File: src/rtl/fp_add_arbiter.sv
// Round-robin arbiter sharing one half-precision adder between NUM_REQ requesters.
// One operation in flight: grant in IDLE, wait ADDER_LATENCY in BUSY, hold the response in RESP.
module fp_add_arbiter #(
  parameter int NUM_REQ       = 4,
  parameter int ID_W          = 2,
  parameter int ADDER_LATENCY = 2
) (
  input  logic                   clock,
  input  logic                   reset,
  input  logic [NUM_REQ-1:0]     req_valid,
  output logic [NUM_REQ-1:0]     req_ready,
  input  logic [16*NUM_REQ-1:0]  req_a,
  input  logic [16*NUM_REQ-1:0]  req_b,
  input  logic [NUM_REQ-1:0]     req_final,
  output logic [15:0]            add_operand_a,
  output logic [15:0]            add_operand_b,
  output logic                   add_final_operation,
  output logic                   add_reset,
  input  logic [15:0]            add_result,
  input  logic [4:0]             add_flags,
  output logic                   rsp_valid,
  input  logic                   rsp_ready,
  output logic [ID_W-1:0]        rsp_id,
  output logic [15:0]            rsp_result,
  output logic [4:0]             rsp_flags
);

  typedef enum logic [1:0] {IDLE = 2'd0, BUSY = 2'd1, RESP = 2'd2} state_t;

  state_t          state_q, state_d;
  logic [3:0]      cnt_q, cnt_d;
  logic [ID_W-1:0] last_grant_q;
  logic [ID_W-1:0] winner_s;
  logic [ID_W-1:0] rr_idx_s;
  logic            found_s;
  logic            grant_s;
  logic            capture_s;
  logic [15:0]     sel_a_s, sel_b_s;
  logic            sel_f_s;
  logic [15:0]     op_a_q, op_b_q;
  logic            op_f_q;
  logic [ID_W-1:0] rsp_id_q;
  logic [15:0]     rsp_result_q;
  logic [4:0]      rsp_flags_q;

  // Round-robin search starting just after the last granted requester.
  always_comb begin
    winner_s = last_grant_q;
    found_s  = 1'b0;
    rr_idx_s = '0;
    for (int k = 1; k <= NUM_REQ; k++) begin
      rr_idx_s = ID_W'((int'(last_grant_q) + k) % NUM_REQ);
      if (!found_s && req_valid[rr_idx_s]) begin
        winner_s = rr_idx_s;
        found_s  = 1'b1;
      end
    end
  end

  always_comb begin
    sel_a_s = 16'h0000;
    sel_b_s = 16'h0000;
    sel_f_s = 1'b0;
    for (int i = 0; i < NUM_REQ; i++) begin
      if (winner_s == ID_W'(i)) begin
        sel_a_s = req_a[16*i +: 16];
        sel_b_s = req_b[16*i +: 16];
        sel_f_s = req_final[i];
      end
    end
  end

  assign grant_s   = (state_q == IDLE) && found_s && !reset;
  assign capture_s = (state_q == BUSY) && (cnt_q <= 4'd1);

  always_ff @(posedge clock) begin
    if (reset) begin
      state_q <= IDLE;
      cnt_q   <= 4'd0;
    end else begin
      state_q <= state_d;
      cnt_q   <= cnt_d;
    end
  end

  always_comb begin
    state_d = state_q;
    cnt_d   = cnt_q;
    case (state_q)
      IDLE: begin
        if (grant_s) begin
          state_d = BUSY;
          cnt_d   = 4'(ADDER_LATENCY);
        end else begin
          state_d = IDLE;
        end
      end
      BUSY: begin
        cnt_d = (cnt_q != 4'd0) ? cnt_q - 4'd1 : 4'd0;
        if (capture_s) begin
          state_d = RESP;
        end else begin
          state_d = BUSY;
        end
      end
      RESP: begin
        if (rsp_ready) begin
          state_d = IDLE;
        end else begin
          state_d = RESP;
        end
      end
      default: begin
        state_d = IDLE;
        cnt_d   = 4'd0;
      end
    endcase
  end

  always_comb begin
    req_ready = '0;
    if (grant_s) begin
      req_ready[winner_s] = 1'b1;
    end else begin
      req_ready = '0;
    end
    rsp_valid = (state_q == RESP);
  end

  // Operands stay at the adder until the next grant; results are latched on capture.
  always_ff @(posedge clock) begin
    if (reset) begin
      last_grant_q <= ID_W'(NUM_REQ - 1);
      op_a_q       <= 16'h0000;
      op_b_q       <= 16'h0000;
      op_f_q       <= 1'b0;
      rsp_id_q     <= '0;
      rsp_result_q <= 16'h0000;
      rsp_flags_q  <= 5'b00000;
    end else begin
      if (grant_s) begin
        last_grant_q <= winner_s;
        op_a_q       <= sel_a_s;
        op_b_q       <= sel_b_s;
        op_f_q       <= sel_f_s;
      end
      if (capture_s) begin
        rsp_id_q     <= last_grant_q;
        rsp_result_q <= add_result;
        rsp_flags_q  <= add_flags;
      end
    end
  end

  assign add_operand_a       = op_a_q;
  assign add_operand_b       = op_b_q;
  assign add_final_operation = op_f_q;
  assign add_reset           = reset;
  assign rsp_id              = rsp_id_q;
  assign rsp_result          = rsp_result_q;
  assign rsp_flags           = rsp_flags_q;

endmodule

File: config.mk
export PLATFORM = sky130hd
export DESIGN_NAME = fp_add_arbiter
export DESIGN_NICKNAME = d
export VERILOG_FILES = /design/src/rtl/fp_add_arbiter.sv
export SDC_FILE = /design/constraint.sdc
export NUM_CORES = 1
export LEC_CHECK = 0
export CORE_UTILIZATION = 39
export CTS_BUF_LIST = sky130_fd_sc_hd__clkbuf_4 sky130_fd_sc_hd__clkbuf_8
export CTS_CLUSTER_DIAMETER = 40
export DETAILED_ROUTE_END_ITERATION = 8
export PLACE_DENSITY = 0.84
export SLEW_MARGIN = 20
export SYNTH_ARGS = -nofsm -noshare
export SYNTH_HDL_FRONTEND = slang
export SYNTH_SLANG_ARGS = --single-unit
File: constraint.sdc
create_clock -name clock -period 3.9 [get_ports clock]
set_input_delay 1.17 -clock clock [delete_from_list [all_inputs] [get_ports clock]]
set_output_delay 1.17 -clock clock [all_outputs]
set_load 0.05 [all_outputs]
==> results summary, run 1 <==
The number of global-route vias before repair came out at 4287. The number of hold buffers added after cts came out at 0. The xor and xnor fraction of the mapped netlist area is 0. The root buffer cell chosen for the clock tree is clkbuf_8.

The final non-filler cell area is 0.00616 mm^2. The number of clock sinks is 64. The category of the worst setup path launch point is a primary input. The post-route clock skew came out at between 0.01 and 0.015 ns. The global-route wire length before repair is 21600 um. At the worst endpoint, the arrival time is 2.63 ns. For this run, the post-layout net count is 821. The vias after detailed routing came out at ~4400. The pre-antenna-repair detailed-routing pass consisted of 7 iterations.

Compared with the post-synthesis result, the final layout area differs by 69.7%. The row count came out at 34. After synthesis the netlist holds a flip-flop and latch count of 64. Tracing the worst setup path back leads to its startpoint at req_valid[3]. The path class of the lowest-slack min-delay path is flip-flop to flip-flop. The most used flip-flop cell after synthesis is dfxtp_1. The number of remaining DRC errors came out at 18. The initial detailed-routing violation count is around 260. In this run the critical register-to-register path is captured at add_operand_a[3]. TritonCTS built the clock tree. The number of synthesized flops with an enable pin came out at 0. The post-synthesis share of cell area spent on and, or, nand and nor gates came out at 0.228.

Setup slack on the critical path of the routed design comes to 0.0977 ns. Synthesis produced a netlist with a net count of 610. The final design utilization is 0.696. The die is 98.5 um wide.

The worst setup path is captured at a primary output. The post-synthesis instance area came out at 0.00363 mm^2. The floorplan die height is 98.5 um. The leftover overflow at the end of global routing came out at 0.

The total routed wirelength came out at between 10000 and 15000 um. The number of hold violations in the final report came to 0. The critical path endpoint is req_ready[0]. The sequential fraction of the synthesis area is 0.353. The largest family of logic cells by synthesized area is compound AO/OA/AOI/OAI gates.

The initial cell density of the core is 0.410. Setup repair after global routing left no endpoint under its margin. Clock-pin slew was measured on the worst setup and hold paths at around 0.080 ns. The post-route met1 wirelength came out at around 5400 um.

The largest fanout of any net on the critical path came out at 5. The highest metal layer carrying signal wires in the routed design is met4. The post-synthesis async set-or-reset flop share is 0. During synthesis, Yosys emitted a total of 0 warnings. The placed standard-cell area came out at 0.00593 mm^2.

The area share of the largest cell type after synthesis is 0.353. The fraction of layout instances using a drive strength above 1 came out at 0.104. The headroom to the max-slew limit came out at 0.452. The worst register-to-register path begins at last_grant_q[1]. Derived from the worst setup path, the maximum achievable clock frequency is 0.263 GHz. The total met3 wirelength after detailed routing is between 1000 and 1500 um. Pin placement for this block handled 222 I/O pins.

The power density over the cells came out at 436 mW/mm^2. The final count of negative-setup-slack endpoints is 0. The ratio of routed vias to standard cells is 5.64. The maximum number of pins on one net before global-route repair is 46.

Buffers inserted during clock tree synthesis total 9. The initial antenna violation count came out at 0. The final RePlAce weighted congestion came out at 0.886. The wire length per cell after detailed routing came out at 18.1 um. The run finished, with violations left. The tool flagged a number of max-cap violations equal to 0. The worst-case clock buffer depth came out at 2.

The routed wire length on met2 came out at between 7000 and 8000 um. The floorplan step defined a die boundary enclosing 0.00970 mm^2. Counting cells, the worst reg-to-reg path comes to 7. The count of cell types in the netlist is 42.

The detailed placement HPWL is 10200 um. The maximum resistive drop on vdd came out at 221 uV. Measured against the total synthesized area, the mux share comes to 0. The clock insertion delay at the later pin of the skew report came out at around 0.34 ns.

The startpoint-to-endpoint class of the critical path is primary input to primary output. By area the synthesized netlist is led by dfxtp_1 (35%), a21oi_1 (6.6%), nand2_1 (6.0%). The final critical-path required period is 3.80 ns. The worst-case setup slack after placement came out at -0.130 ns. Sorting the synthesized cells by how often they occur yields dfxtp_1 (64), nand2_1 (58), a21oi_1 (48). The repair_antennas step left the layout with diodes totalling 0.

The instance count of the mapped netlist is 450. The number of max-slew violations in the final report came to 0. The share of the cycle needed by the critical path after routing is 0.975. The most frequent cell after synthesis is dfxtp_1.

In the global route stage, overall resource usage came out at 0.281. The complex-gate fraction of the synthesized area is 0.342. The count of port buffers added during placement is ~220. The core area came out at roughly 0.0088 mm^2. The remaining antenna violation count came out at 0. The leakage component of the power is 2.27 nW.

The level count of the clock H-tree is 3. The slew at the pin closest to its max-slew limit came out at 0.820 ns. The required time at the worst-slack endpoint came out at between 2 and 3 ns. The average instance in the mapped netlist occupies 8.07 um^2. The leading area contributor after synthesis is dfxtp_1. Of the total synthesized cell area, the portion taken by full adders, half adders and majority gates is 0. The filler cell count is 717. The checks that failed: DRC. The slack of the worst reg-to-reg path came out at 1.40 ns.
==> what timing repair did <==
action / 4_1_cts / 5_1_grt
setup buffers: 0 / 1
pin swaps: 0 / 3
setup endpoints to repair: 4 / 4
cloned: 0 / 0
resized for setup: 4 / 9
endpoints found under the hold margin: 0 / 0
==> stage by stage <==
| step | power [mW] | hold WS [ns] | instances | setup TNS [ns] |
|---|---|---|---|---|
| after CTS | 2.69 | 0.458 | 773 | 0 |
| after floorplan | 1.67 | 0.466 | 450 | 0 |
| after detailed placement | 2.15 | 0.446 | 757 | -0.328 |
| final | 2.68 | 0.458 | 774 | 0 |
| after global placement | 2.12 | 0.441 | 757 | -0.0799 |
| after global routing | 2.82 | 0.478 | 774 | 0 |
==> critical path, stage by stage <==
cell	delay (ns)
dlygate4sd2_1	0.30
nor2b_1	0.17
nor2b_1	0.18
or3_4	0.39
nor3_4	0.23
buf_6	0.19
==> cell type report <==
type	instances	area, um^2	area share
Clock buffer	10	138	0.0223
Clock inverter	6	43.8	0.00711
Tap cell	108	135	0.0219
Timing Repair Buffer	245	2430	0.394
Inverter	3	11.3	0.00183
Sequential cell	64	1280	0.208
Multi-Input combinational cell	338	2120	0.345
==> power breakdown <==
part	total (mW)	leakage, nW	switching [mW]	internal, mW
logic	1.34	1.66	0.790	0.550
clock network	0.530	0.0926	0.280	0.250
registers	0.815	0.526	0.0690	0.746
==> metal layers <==
layer  vias to the layer above  track usage
met5                         -            0
met4                         0        0.115
met3                        28       0.0716
met2                       177        0.507
met1                      2084        0.316
li1                       2079            -
==> flip-flops by register name (all words and copies together), names as in the netlist <==
name,flops
add_final_operation,1
add_operand_a,16
add_operand_b,16
cnt_q,4
last_grant_q,2
rsp_flags,5
rsp_id,2
rsp_result,16
state_q,2
==> cell families after synthesis <==
family | count (synthesis)
flops | 64
buf+inv | 48
simple gates | 165
compound gates | 173
==> cell usage in the layout, fill, tap and decap left out, types with 13 or more instances in the layout <==
cell             count
a211oi_1            13
a21boi_0            15
a21oi_1             48
a221oi_1            15
a2bb2oi_1           14
a31oi_1             14
and3_1              16
buf_4               23
clkdlybuf4s50_1    211
dfxtp_1             64
nand2_1             57
nor2_1              37
nor2b_1             19
==> how the worst min path moves through the flow <==
stage / slack, ns / endpoint / cells after the start / from
after global routing: 0.48 / rsp_flags[3] / 2 / rsp_flags[3]
after global placement: 0.44 / rsp_flags[1] / 2 / rsp_flags[1]
after CTS: 0.46 / rsp_result[11] / 2 / rsp_result[11]
final: 0.46 / rsp_result[15] / 2 / rsp_result[15]
after detailed placement: 0.45 / rsp_result[11] / 2 / rsp_result[11]
after floorplan: 0.47 / cnt_q[2] / 2 / cnt_q[3]
No activity file was read; power rests on OpenSTA's default activity.
==> run 2, diff against run 1 <==
CTS_CLUSTER_SIZE = 28   (was default)
==> results of run 2 <==
Final layout, timing and power as in run 1 (identical DEF).
==> run 3, diff against run 2 <==
SETUP_SLACK_MARGIN = 0.4   (was default)
SKIP_LAST_GASP = 1   (was default)
==> run 3 against run 2 <==
Net effect: the flow still finishes with violations (DRC); register-to-register slack got worse by 0.10 ns; critical path depth did not move; maximum frequency rose by 9.0%; sequential cell count did not move; combinational power barely moved; largest power group unchanged.
==> results summary, run 3 (synthesis results as in run 1) <==
Setup repair after global routing could not meet its margin everywhere. The number of CTS-inserted buffers is 9. The final critical-path required period is 3.49 ns.

For this run, the slowest stage of the critical path takes 0.55 ns. The core area is 0.00885 mm^2. In this run the remaining antenna-violating nets after routing total 0. The routed design has ~14000 um of wire. The leftover overflow at the end of global routing came out at 0.

The area added between synthesis and finish came out at 72.9%. The data arrival at the endpoint of the critical path came out at between 2 and 2.5 ns. In this run the worst setup path terminates at req_ready[2]. For this block, the via count after detailed routing is 4389. The H-tree was split into 3 levels. The clock tree from TritonCTS is built.

The number of max-slew violations in the final report was 0. The ratio of routed vias to standard cells is 5.66. The floorplan die area is between 0.009 and 0.01 mm^2. The maximum resistive drop on vdd came out at 309 uV.

The worst setup path is captured at a primary output. The tree built by TritonCTS fans out to 64 sinks. The die outline width came out at ~100 um. The worst pin sits at a relative slew slack of 0.509. The leakage component of the power is 2.31 nW. The post-route clock skew is 0.00864 ns. The number of remaining DRC errors came out at 16. The worst setup path is launched from a primary input. The tool flagged a number of max-cap violations equal to 0. The critical path in this run is classified as primary input to primary output. The final non-filler cell area came out at 0.00628 mm^2. Walking the worst path, the cells encountered are buf_6 -> or4_4 -> nand2_4 -> or3_4 -> nor2_4 -> buf_12.

Buffers inserted to repair hold after CTS numbered 0. Leaving out fill and tap cells, the most frequent cell in the layout is clkdlybuf4s50_1. The fmax is 0.287 GHz. Leaving out fill and tap cells, the most frequent cells in the layout are clkdlybuf4s50_1 (211), dfxtp_1 (64), nand2_1 (57). The number of global-route vias before repair came to 4408. The critical path starts at req_valid[2]. The post-route worst hold slack came out at between 0.4 and 0.5 ns. The placed standard-cell area came out at roughly 0.006 mm^2. The initial detailed-routing violation count is between 200 and 300. Of the available clock period, the critical path in the final layout requires 0.894. The number of hold violations in the final report is 0.

The count of buffers added on input and output ports is between 200 and 250. After detailed routing, the average wire length per cell comes to around 18 um. The detailed placement HPWL is 10400 um.

For this design the ratio of total power to cell area is 463 mW/mm^2. The slew at the pin closest to its max-slew limit came out at 0.734 ns. Of all nets on the critical path, the largest fanout is 5. After clock tree synthesis, the clock-pin slew on the worst setup and hold paths is 0.08 ns. The run finished, with violations left. The initial antenna violation count is 0. The global-route wire length before repair is between 20000 and 25000 um.

The row count is 34. For the worst setup path, the data required time is between 2 and 3 ns. The final antenna diode count came out at 0. The initial cell density of the core came out at 0.410. The origin of the critical flop-to-flop path is last_grant_q[1]. The net count of the finished layout is between 800 and 900. The clock tree root driver cell is clkbuf_8.

The slack of the worst reg-to-reg path came out at 1.30 ns. Summing internal, switching and leakage power gives roughly 2.9 mW. The clock insertion delay at the later pin of the skew report is 0.34 ns. The aggregate negative setup slack came out at 0 ns. The final reports fail on DRC. The total I/O pin count is around 220. The floorplan die height is 98.5 um. The depth of the worst register-to-register path came out at 7. The final RePlAce weighted congestion came out at 0.901. The worst-case setup slack after placement came out at -0.116 ns. Across every metal layer, demand over resource in global routing totals 0.289. Setup slack closes at around 0.4 ns. The total iterations of the first detailed-routing run is 9. Entering global routing, the biggest net connects between 40 and 50 pins. The cell with the biggest individual delay on the critical path is or4_4. In the final layout, the share of cells above drive strength 1 is 0.121. The tightest min-delay check is of the flip-flop to flip-flop type. The worst register-to-register path ends at add_operand_a[3]. The final count of negative-setup-slack endpoints came out at 0. The worst-case clock buffer depth is 2.
run 3: power breakdown:
group          switching, mW  total, mW  internal [mW]
Sequential            0.0716      0.818          0.746
Clock                  0.302      0.736          0.434
Combinational          0.793       1.35          0.559
run 3: per-stage QoR:
step                      cells   util
after floorplan             450      -
after global placement      758  0.675
after detailed placement    758  0.675
after CTS                   775  0.708
after global routing        775  0.710
final                       775  0.710
run 3: how the worst min path moves through the flow:
stage	end	slack (ns)	cells past startpoint	start
2_1_floorplan	cnt_q[2]	0.47	2	cnt_q[3]
3_3_place_gp	add_operand_a[8]	0.44	2	add_operand_a[8]
3_5_place_dp	rsp_result[7]	0.45	2	rsp_result[7]
4_1_cts	rsp_result[7]	0.46	2	rsp_result[7]
5_1_grt	rsp_result[13]	0.48	2	rsp_result[13]
6_report	rsp_result[7]	0.46	2	rsp_result[7]
run 3: critical path, delay by kind of cell:
kind / cells / cell delay [ns]
buffers and inverters: 2 / 0.24
AND/OR/NAND/NOR: 4 / 0.91
run 3: cell type report:
class | count | area [um^2]
clock inverter | 7 | 128
clock buffer | 9 | 124
fill | 680 | 2570
timing repair buffer | 246 | 2430
multi-input combinational | 338 | 2170
inverter | 3 | 11.3
tap | 108 | 135
sequential | 64 | 1280
run 3: per-layer routing:
metal / up-vias / routed length (um) / GRT usage
li1: 2075 / - / -
met1: 2091 / 5580 / 0.333
met2: 187 / 7130 / 0.512
met3: 36 / 1010 / 0.0624
met4: 0 / 467 / 0.134
met5: - / 0 / 0
run 3: what timing repair did:
item / 4_1_cts / 5_1_grt
pin swaps: 7 / 6
setup endpoints to repair: 4 / 4
gates resized for setup: 27 / 5
buffers inserted: 1 / 0
